`src/rtl/grid_line_clear.sv`:
```
// Tetris row-clear engine driving Grid_Mem port A: removes full rows bottom-to-top and reports the count.
// Optional LINE_CLEAR_SCORE_EN adds a saturating score accumulator with synchronous clear.
module grid_line_clear #(
  parameter int COLS = 10,
  parameter int ROWS = 20,
  parameter int AW   = 8,
  parameter int DW   = 8
) (
  input  logic          clk,
  input  logic          reset,
  input  logic          start,
  output logic          busy,
  output logic          done,
  output logic [4:0]    lines_cleared,
  output logic [AW-1:0] mem_addr,
  output logic [DW-1:0] mem_wdata,
  output logic          mem_we,
  input  logic [DW-1:0] mem_rdata
`ifdef LINE_CLEAR_SCORE_EN
  ,
  input  logic          score_clr,
  output logic [15:0]   score
`endif
);

  localparam int RW = $clog2(ROWS);
  localparam int CW = $clog2(COLS);
  localparam logic [CW-1:0] COL_LAST = CW'(COLS - 1);
  localparam logic [RW-1:0] ROW_LAST = RW'(ROWS - 1);

  typedef enum logic [2:0] {
    IDLE, SCAN, SCAN_CHK, SHIFT_RD, SHIFT_WR, CLEAR_TOP, DONE
  } state_t;

  state_t        state_reg;
  logic [RW-1:0] row_reg;
  logic [RW-1:0] shift_row_reg;
  logic [CW-1:0] col_reg;
  logic          full_reg;
  logic          fwd_reg;
  logic          cell_nz;

  function automatic logic [AW-1:0] cell_addr(input logic [RW-1:0] r, input logic [CW-1:0] c);
    return AW'(int'(r) * COLS + int'(c));
  endfunction

  assign cell_nz = (mem_rdata != '0);

  // Shift writes forward the sync-read result straight to the write port so a cell moves in
  // two cycles; the select is registered, so wdata is zero whenever no copy is in flight.
  assign mem_wdata = fwd_reg ? mem_rdata : '0;

  always_ff @(posedge clk) begin
    if (reset) begin
      state_reg     <= IDLE;
      row_reg       <= '0;
      shift_row_reg <= '0;
      col_reg       <= '0;
      full_reg      <= 1'b0;
      fwd_reg       <= 1'b0;
      busy          <= 1'b0;
      done          <= 1'b0;
      lines_cleared <= '0;
      mem_addr      <= '0;
      mem_we        <= 1'b0;
    end else begin
      case (state_reg)
        IDLE: begin
          if (start) begin
            row_reg       <= ROW_LAST;
            col_reg       <= '0;
            lines_cleared <= '0;
            busy          <= 1'b1;
            mem_addr      <= cell_addr(ROW_LAST, '0);
            state_reg     <= SCAN;
          end
        end

        SCAN: begin
          // Data for the previous column arrives now; column 0 restarts the AND chain.
          full_reg <= (col_reg == '0) ? 1'b1 : (full_reg & cell_nz);
          if (col_reg == COL_LAST) begin
            state_reg <= SCAN_CHK;
          end else begin
            col_reg  <= col_reg + CW'(1);
            mem_addr <= cell_addr(row_reg, col_reg + CW'(1));
          end
        end

        SCAN_CHK: begin
          col_reg <= '0;
          if (full_reg && cell_nz) begin
            if (lines_cleared != 5'h1F) lines_cleared <= lines_cleared + 5'd1;
            if (row_reg == '0) begin
              mem_addr  <= cell_addr('0, '0);
              mem_we    <= 1'b1;
              state_reg <= CLEAR_TOP;
            end else begin
              shift_row_reg <= row_reg;
              mem_addr      <= cell_addr(row_reg - RW'(1), '0);
              state_reg     <= SHIFT_RD;
            end
          end else if (row_reg == '0) begin
            done      <= 1'b1;
            state_reg <= DONE;
          end else begin
            row_reg   <= row_reg - RW'(1);
            mem_addr  <= cell_addr(row_reg - RW'(1), '0);
            state_reg <= SCAN;
          end
        end

        SHIFT_RD: begin
          mem_addr  <= cell_addr(shift_row_reg, col_reg);
          mem_we    <= 1'b1;
          fwd_reg   <= 1'b1;
          state_reg <= SHIFT_WR;
        end

        SHIFT_WR: begin
          mem_we  <= 1'b0;
          fwd_reg <= 1'b0;
          if (col_reg == COL_LAST) begin
            col_reg <= '0;
            if (shift_row_reg == RW'(1)) begin
              mem_addr  <= cell_addr('0, '0);
              mem_we    <= 1'b1;
              state_reg <= CLEAR_TOP;
            end else begin
              shift_row_reg <= shift_row_reg - RW'(1);
              mem_addr      <= cell_addr(shift_row_reg - RW'(2), '0);
              state_reg     <= SHIFT_RD;
            end
          end else begin
            col_reg   <= col_reg + CW'(1);
            mem_addr  <= cell_addr(shift_row_reg - RW'(1), col_reg + CW'(1));
            state_reg <= SHIFT_RD;
          end
        end

        CLEAR_TOP: begin
          if (col_reg == COL_LAST) begin
            // Rescan the same row: it now holds what was shifted down into it.
            mem_we    <= 1'b0;
            col_reg   <= '0;
            mem_addr  <= cell_addr(row_reg, '0);
            state_reg <= SCAN;
          end else begin
            col_reg  <= col_reg + CW'(1);
            mem_addr <= cell_addr('0, col_reg + CW'(1));
          end
        end

        DONE: begin
          done      <= 1'b0;
          busy      <= 1'b0;
          state_reg <= IDLE;
        end

        default: state_reg <= IDLE;
      endcase
    end
  end

`ifdef LINE_CLEAR_SCORE_EN
  logic [15:0] score_add;
  logic [16:0] score_sum;

  always_comb begin
    score_add = 16'd0;
    case (lines_cleared)
      5'd0:    score_add = 16'd0;
      5'd1:    score_add = 16'd40;
      5'd2:    score_add = 16'd100;
      5'd3:    score_add = 16'd300;
      default: score_add = 16'd1200;
    endcase
    score_sum = {1'b0, score} + {1'b0, score_add};
  end

  always_ff @(posedge clk) begin
    if (reset || score_clr) begin
      score <= '0;
    end else if (state_reg == DONE) begin
      score <= score_sum[16] ? 16'hFFFF : score_sum[15:0];
    end
  end
`endif

endmodule

```
`config.mk`:
```
export PLATFORM = sky130hd
export DESIGN_NAME = grid_line_clear
export DESIGN_NICKNAME = d
export VERILOG_FILES = /design/src/rtl/grid_line_clear.sv
export SDC_FILE = /design/constraint.sdc
export NUM_CORES = 1
export LEC_CHECK = 0
export BUFFER_PORTS_ARGS = -buffer_cell sky130_fd_sc_hd__buf_2
export CORE_UTILIZATION = 40
export CTS_CLUSTER_SIZE = 25
export DETAILED_ROUTE_END_ITERATION = 6
export PLACE_DENSITY = 0.59
export SYNTH_ARGS = -nofsm -noshare
export SYNTH_HDL_FRONTEND = slang
export SYNTH_SLANG_ARGS = --single-unit
```
`constraint.sdc`:
```
create_clock -name clk -period 3.3 [get_ports clk]
set_clock_uncertainty 0.05 [all_clocks]
set_input_delay 0.66 -clock clk [delete_from_list [all_inputs] [get_ports clk]]
set_output_delay 0.66 -clock clk [all_outputs]
set_load 0.01 [all_outputs]
```
# Word-level counts from Yosys, hierarchy flattened

Index checks and enable logic that the tools add are counted.

Output and inout bits: 24
Word-level logic and storage cells: 117
Bits in registers: 35
Bits of input ports: 11

Equal/unequal tests: 21
Add/subtract/negate cells: 8
Bitwise gates (word level): 1
Reduce and logical (&&, ||, !) cells: 23
Muxes and demuxes: 48
Multipliers: 5

Operators by type and width:

| kind                  | number |
|---|---|
| $mux W8               | 9 |
| $mux W5               | 10 |
| $pmux W8 S6           | 1 |
| $mul A5 B3 Y7 const B | 5 |
| $pmux W5 S2           | 3 |
| $mux W3               | 8 |
| $ne A2 B2 Y1 const B  | 11 |
| $pmux W3 S6           | 1 |
| $add A8 B4 Y8         | 2 |
| $pmux W4 S4           | 1 |
| $reduce_and A4 Y1     | 4 |
| $mux W4               | 3 |
| $reduce_bool A2 Y1    | 5 |
| $sub A5 B1 Y5 const B | 2 |
| $eq A3 B3 Y1 const B  | 3 |
| $reduce_and A3 Y1     | 3 |
| $add A8 B5 Y8         | 1 |
| $mux W1               | 8 |
| $reduce_bool A4 Y1    | 2 |
| $reduce_bool A8 Y1    | 1 |
| $eq A3 B2 Y1 const B  | 2 |
| $pmux W1 S2           | 3 |
| $reduce_bool A6 Y1    | 1 |
| $add A5 B1 Y5 const B | 1 |
| other kinds (16)      | 16 |

# Depth between registers and ports, before layout

Depth after elaboration: 5
Mapped depth: 14
Depth with buffers taken out: 14

# Worst setup path before layout

No wires, ideal clock.

Kind: register to register
Start point: register shift_row_reg[1]
End point: register mem_addr[7]
Period minus slack after synthesis: 3,454 ps
Cell stages (with the launch flop): 15
Library setup time: 91 ps
Required time: 3,159 ps
Arrival time: 3,313 ps
Buffers on the path: 0
Setup slack: -154 ps
Cell sequence: dfxtp_1 > inv_1 > ha_1 > a21boi_4 > xnor2_2 > xnor2_1 > ha_1 > inv_1 > fa_1 > nand2b_1 > nor2_1 > mux2i_1 > a22o_2 > or4_1 > a311oi_1

Cells in the longest elaborated chain, start to end: 5
Elaborated cells on any way between the ends: 11
Those cells by class: add/sub: 4; mul: 3; eq/ne: 1; mux: 3

Ends and longest elaborated chain:

| item                                                  | line     | RTL |
|---|---|---|
| start, declared                                       | 37       | `logic [RW-1:0] shift_row_reg;` |
| start signal, assigned                                | 99       | `shift_row_reg <= row_reg;` |
| start signal, assigned                                | 130      | `shift_row_reg <= shift_row_reg - RW'(1);` |
| $sub A5 B1 Y5 / $sub A5 B2 Y5 (equally long branches) | 136, 131 |  |
| $mul A5 B3 Y7                                         | 44       | `return AW'(int'(r) * COLS + int'(c));` |
| $add A8 B4 Y8 / $mux W8 (equally long branches)       | 44, 125  |  |
| $mux W8                                               | 123      | `if (col_reg == COL_LAST) begin` |
| $pmux W8 S6 *                                         | 67       | `case (state_reg)` |
| end signal, assigned                                  | 74       | `mem_addr <= cell_addr(ROW_LAST, '0);` |
| end signal, assigned                                  | 126      | `mem_addr <= cell_addr('0, '0);` |
| end signal, assigned                                  | 131      | `mem_addr <= cell_addr(shift_row_reg - RW'(2), '0);` |
| end, declared                                         | 15       | `output logic [AW-1:0] mem_addr,` |

Mark *: on every way between the ends. The rest lies on a longest branch, timed or not.
A chain may end at the register's enable or synchronous reset.

# Final worst setup path

Same ends and word-level chain as after synthesis.

==> key figures <==
Detailed routing
  • Antenna viol nets, final: 0
  • Wire length on met1: 4500 microns
  • Drt pass-1 iters: 6
  • Highest metal used: met4
  • WL/cell: around 16 microns
  • Initial DRC Count: 335
  • Vias: between 3000 and 4000
  • DR DRC count: 0
  • Met3 WL: around 470 microns
  • Routed wl met2: roughly 4500 microns
  • Total Wirelength: 9570 microns
  • Via/cell ratio: ~5.6

Floorplanning
  • # IOs: 35
  • Initial Util: 0.414
  • Core area: 0.00876 sq mm
  • Die Ht: a little under 100 microns
  • Cell row count: 34
  • Die Area: roughly 0.0095 sq mm
  • Die width: 97.2 microns

Setup path
  • Setup Crit Path Kind: reg2reg
  • Critical Path RT: around 3500 ps
  • CP Launch Point: shift_row_reg[1]
  • Slowest cell on the critical path: fa_1
  • Cells along the critical path: inv_4, ha_4, a21boi_4, xnor2_2, xnor2_1, ha_2, inv_2, fa_1, nand2b_4, nor2_4, mux2i_1, a22o_2, or4_1, a311oi_1
  • CP peak stage delay: 500 ps
  • CP Capture Type: flop
  • Crit-path max FO: 5
  • Crit path buf inv count: 2
  • Worst r2r src: shift_row_reg[1]
  • Critical Path AT: 3410 ps
  • CP delay by family, top: adder cells
  • CP Launch Type: flop

Timing
  • Final Cycle Share: 0.985
  • Slew Limit Fails: 0
  • RSZ-0062 raised after global routing: yes
  • Worst slew margin: 0.481
  • TNS Setup: 0 ps
  • Max Clk Rate: about 300 MHz
  • Final hold violation count: 0
  • Period minus WS final: 3250 ps
  • Endpoints failing setup: 0
  • Worst slew pin tran: between 700 and 800 ps

Placement
  • Port bufs: 34
  • DP Area: about 0.004 sq mm
  • Dpl hpwl: between 7000 and 8000 microns
  • Placer Congestion: 0.878

Global routing
  • Antenna violations before repair: 0
  • Largest net degree at the start of global routing: 36
  • Grt ovf: 0
  • GRT Resource Usage Total: 0.206
  • First-pass GRT wire length: roughly 16000 microns
  • Vias in the first global route: 3288

Clock network
  • Root Buffer: clkbuf_8
  • CTS clock-pin slew for the worst setup and hold paths: around 80 ps
  • Max clock buf depth: 2
  • H-tree levels: 2
  • Worst skew pair latency: about 300 ps
  • TritonCTS clock tree: done
  • Number of hold buffers added after cts: 0
  • Number of CTS-inserted buffers: 5
  • Clock sink count: 35

Pwr
  • Power per cell area: 606 mW/mm^2
  • Sequential power share: 0.250
  • Comb power frac: 0.591
  • Clk pwr share: 0.159
  • Lkg Pwr: ~1.9 nW
  • Int Pwr: between 0.001 and 0.0015 W
  • Worst VDD drop: 0.234 mV
  • Sw power: between 0.001 and 0.0015 W
  • Switching Share: 0.451

Synthesis
  • Syn avg cell area: about 8.2 sq um
  • Mapped cell area: roughly 0.0036 sq mm
  • Register area share after synthesis: 0.193
  • Synth area leader: dfxtp_1
  • Dominant cells by area after synthesis: dfxtp_1 (19%), ha_1 (17%), a21oi_1 (5.4%)
  • Synthesized flop and latch total: 35
  • Post-synth EDFFs: 0
  • Post-Syn Nets: just over 500
  • Synth top area share: 0.193
  • Gate Count Post-Synth: ~440
  • Ys async rst share: 0
  • Warnings from Yosys: 0
  • Cell variety after synth: 63
  • Top_reg_cell synth: dfxtp_1

Status
  • Status: completed

Finish
  • Sequential cell area: 703 sq um
  • Most common cell after layout, fill and taps aside: ha_1
  • Number of diodes: 0
  • Max reg flops: 8
  • Commonest non-fill, non-tap cells in the layout: ha_1 (45), nor2_1 (42), a21oi_1 (38), nand2_1 (36), buf_2 (34)
  • Final Instance Area: around 0.0042 sq mm
  • Layout fillers: between 800 and 900
  • Total Nets Final: 557
  • Share of layout cells above drive strength 1: 0.191
  • Synth-to-layout area growth: 15.9%
  • Most flop-heavy register: mem_addr
  • Area of the multi-input gates: 0.00278 sq mm

Min path
  • HP Class: reg2reg
  • Hold Crit Start: mem_addr[0]

Flow run
  • Maxcap violations: 0
[cell usage after synthesis, types with 3 or more instances]
cell type,n
and2_1,8
a211oi_1,9
xor2_1,14
o22ai_1,3
a311oi_1,5
nand3_1,6
dfxtp_1,35
xnor2_1,18
nand2_1,36
buf_1,3
nand3b_1,4
nor2_1,43
or3_1,4
nor2b_1,7
a31oi_1,3
clkbuf_1,8
fa_1,8
buf_2,8
ha_1,48
nor3_1,16
o21ai_0,14
a21o_1,10
inv_1,29
a22oi_1,7
mux2i_1,7
nand2b_1,6
a21oi_1,39
[logic make-up (layout without fill, tap and decap cells)]
kind of cell	Yosys count	after routing	synth area share
simple gates	142	142	0.197
xor+xnor	36	36	0.0987
fa+ha+maj	56	56	0.210
flops	35	35	0.193
compound gates	117	117	0.224
mux	8	8	0.0224
buf+inv	50	97	0.0555
[routing by layer]
| metal | global-route usage | vias up |
|---|---|---|
| met4 | 0.0396 | 0 |
| met2 | 0.338 | 85 |
| li1 | - | 1674 |
| met1 | 0.284 | 1579 |
| met5 | 0 | - |
| met3 | 0.0353 | 11 |
[path summary, 6_finish.rpt]
check,slack [ps],depth (start not counted),end
min reg2reg,430,2,mem_addr[0]
min,430,2,mem_addr[0]
max reg2reg,50,14,mem_addr[7]
max,50,14,mem_addr[7]
[per-stage QoR]
step           hold slack (ps)  total power, W  cells  worst slack, ps   util
2_1_floorplan              434         0.00169    444            0.193      -
4_1_cts                    440         0.00253    595             3.35  0.470
6_report                   430         0.00255    599             50.0  0.480
3_5_place_dp               430         0.00211    587            -50.6  0.457
3_3_place_gp               415         0.00210    587             71.2  0.457
5_1_grt                    481         0.00275    599             -117  0.480
[power groups by stage]
stage / logic, W / registers (W) / clock network, W
after global placement: 0.00145 / 0.000645 / 0
after CTS: 0.00148 / 0.000636 / 0.000411
final: 0.00151 / 0.000637 / 0.000405
after detailed placement: 0.00147 / 0.000646 / 0
after global routing: 0.00167 / 0.000653 / 0.000427
after floorplan: 0.00108 / 0.000617 / 0
[layout make-up]
cell class,count,area share
Sequential cell,35,0.167
Multi-Input combinational cell,359,0.661
Inverter,30,0.0280
Tap cell,108,0.0321
Clock buffer,5,0.0164
Clock inverter,3,0.0104
Timing Repair Buffer,59,0.0851
[worst reg2reg max path, delay by kind of cell, from the launching register on]
family | cells | cell delay [ps]
simple gates | 3 | 700
xor+xnor | 2 | 300
buf+inv | 2 | 130
mux | 1 | 90
flops | 1 | 340
compound gates | 3 | 710
fa+ha+maj | 3 | 840
[what timing repair did]
action	in CTS	in global routing
endpoints found under the setup margin	1	1
pin swaps	0	9
buffers inserted	0	4
resized for setup	2	12
Note: power is estimated with default switching activity, not from simulation.
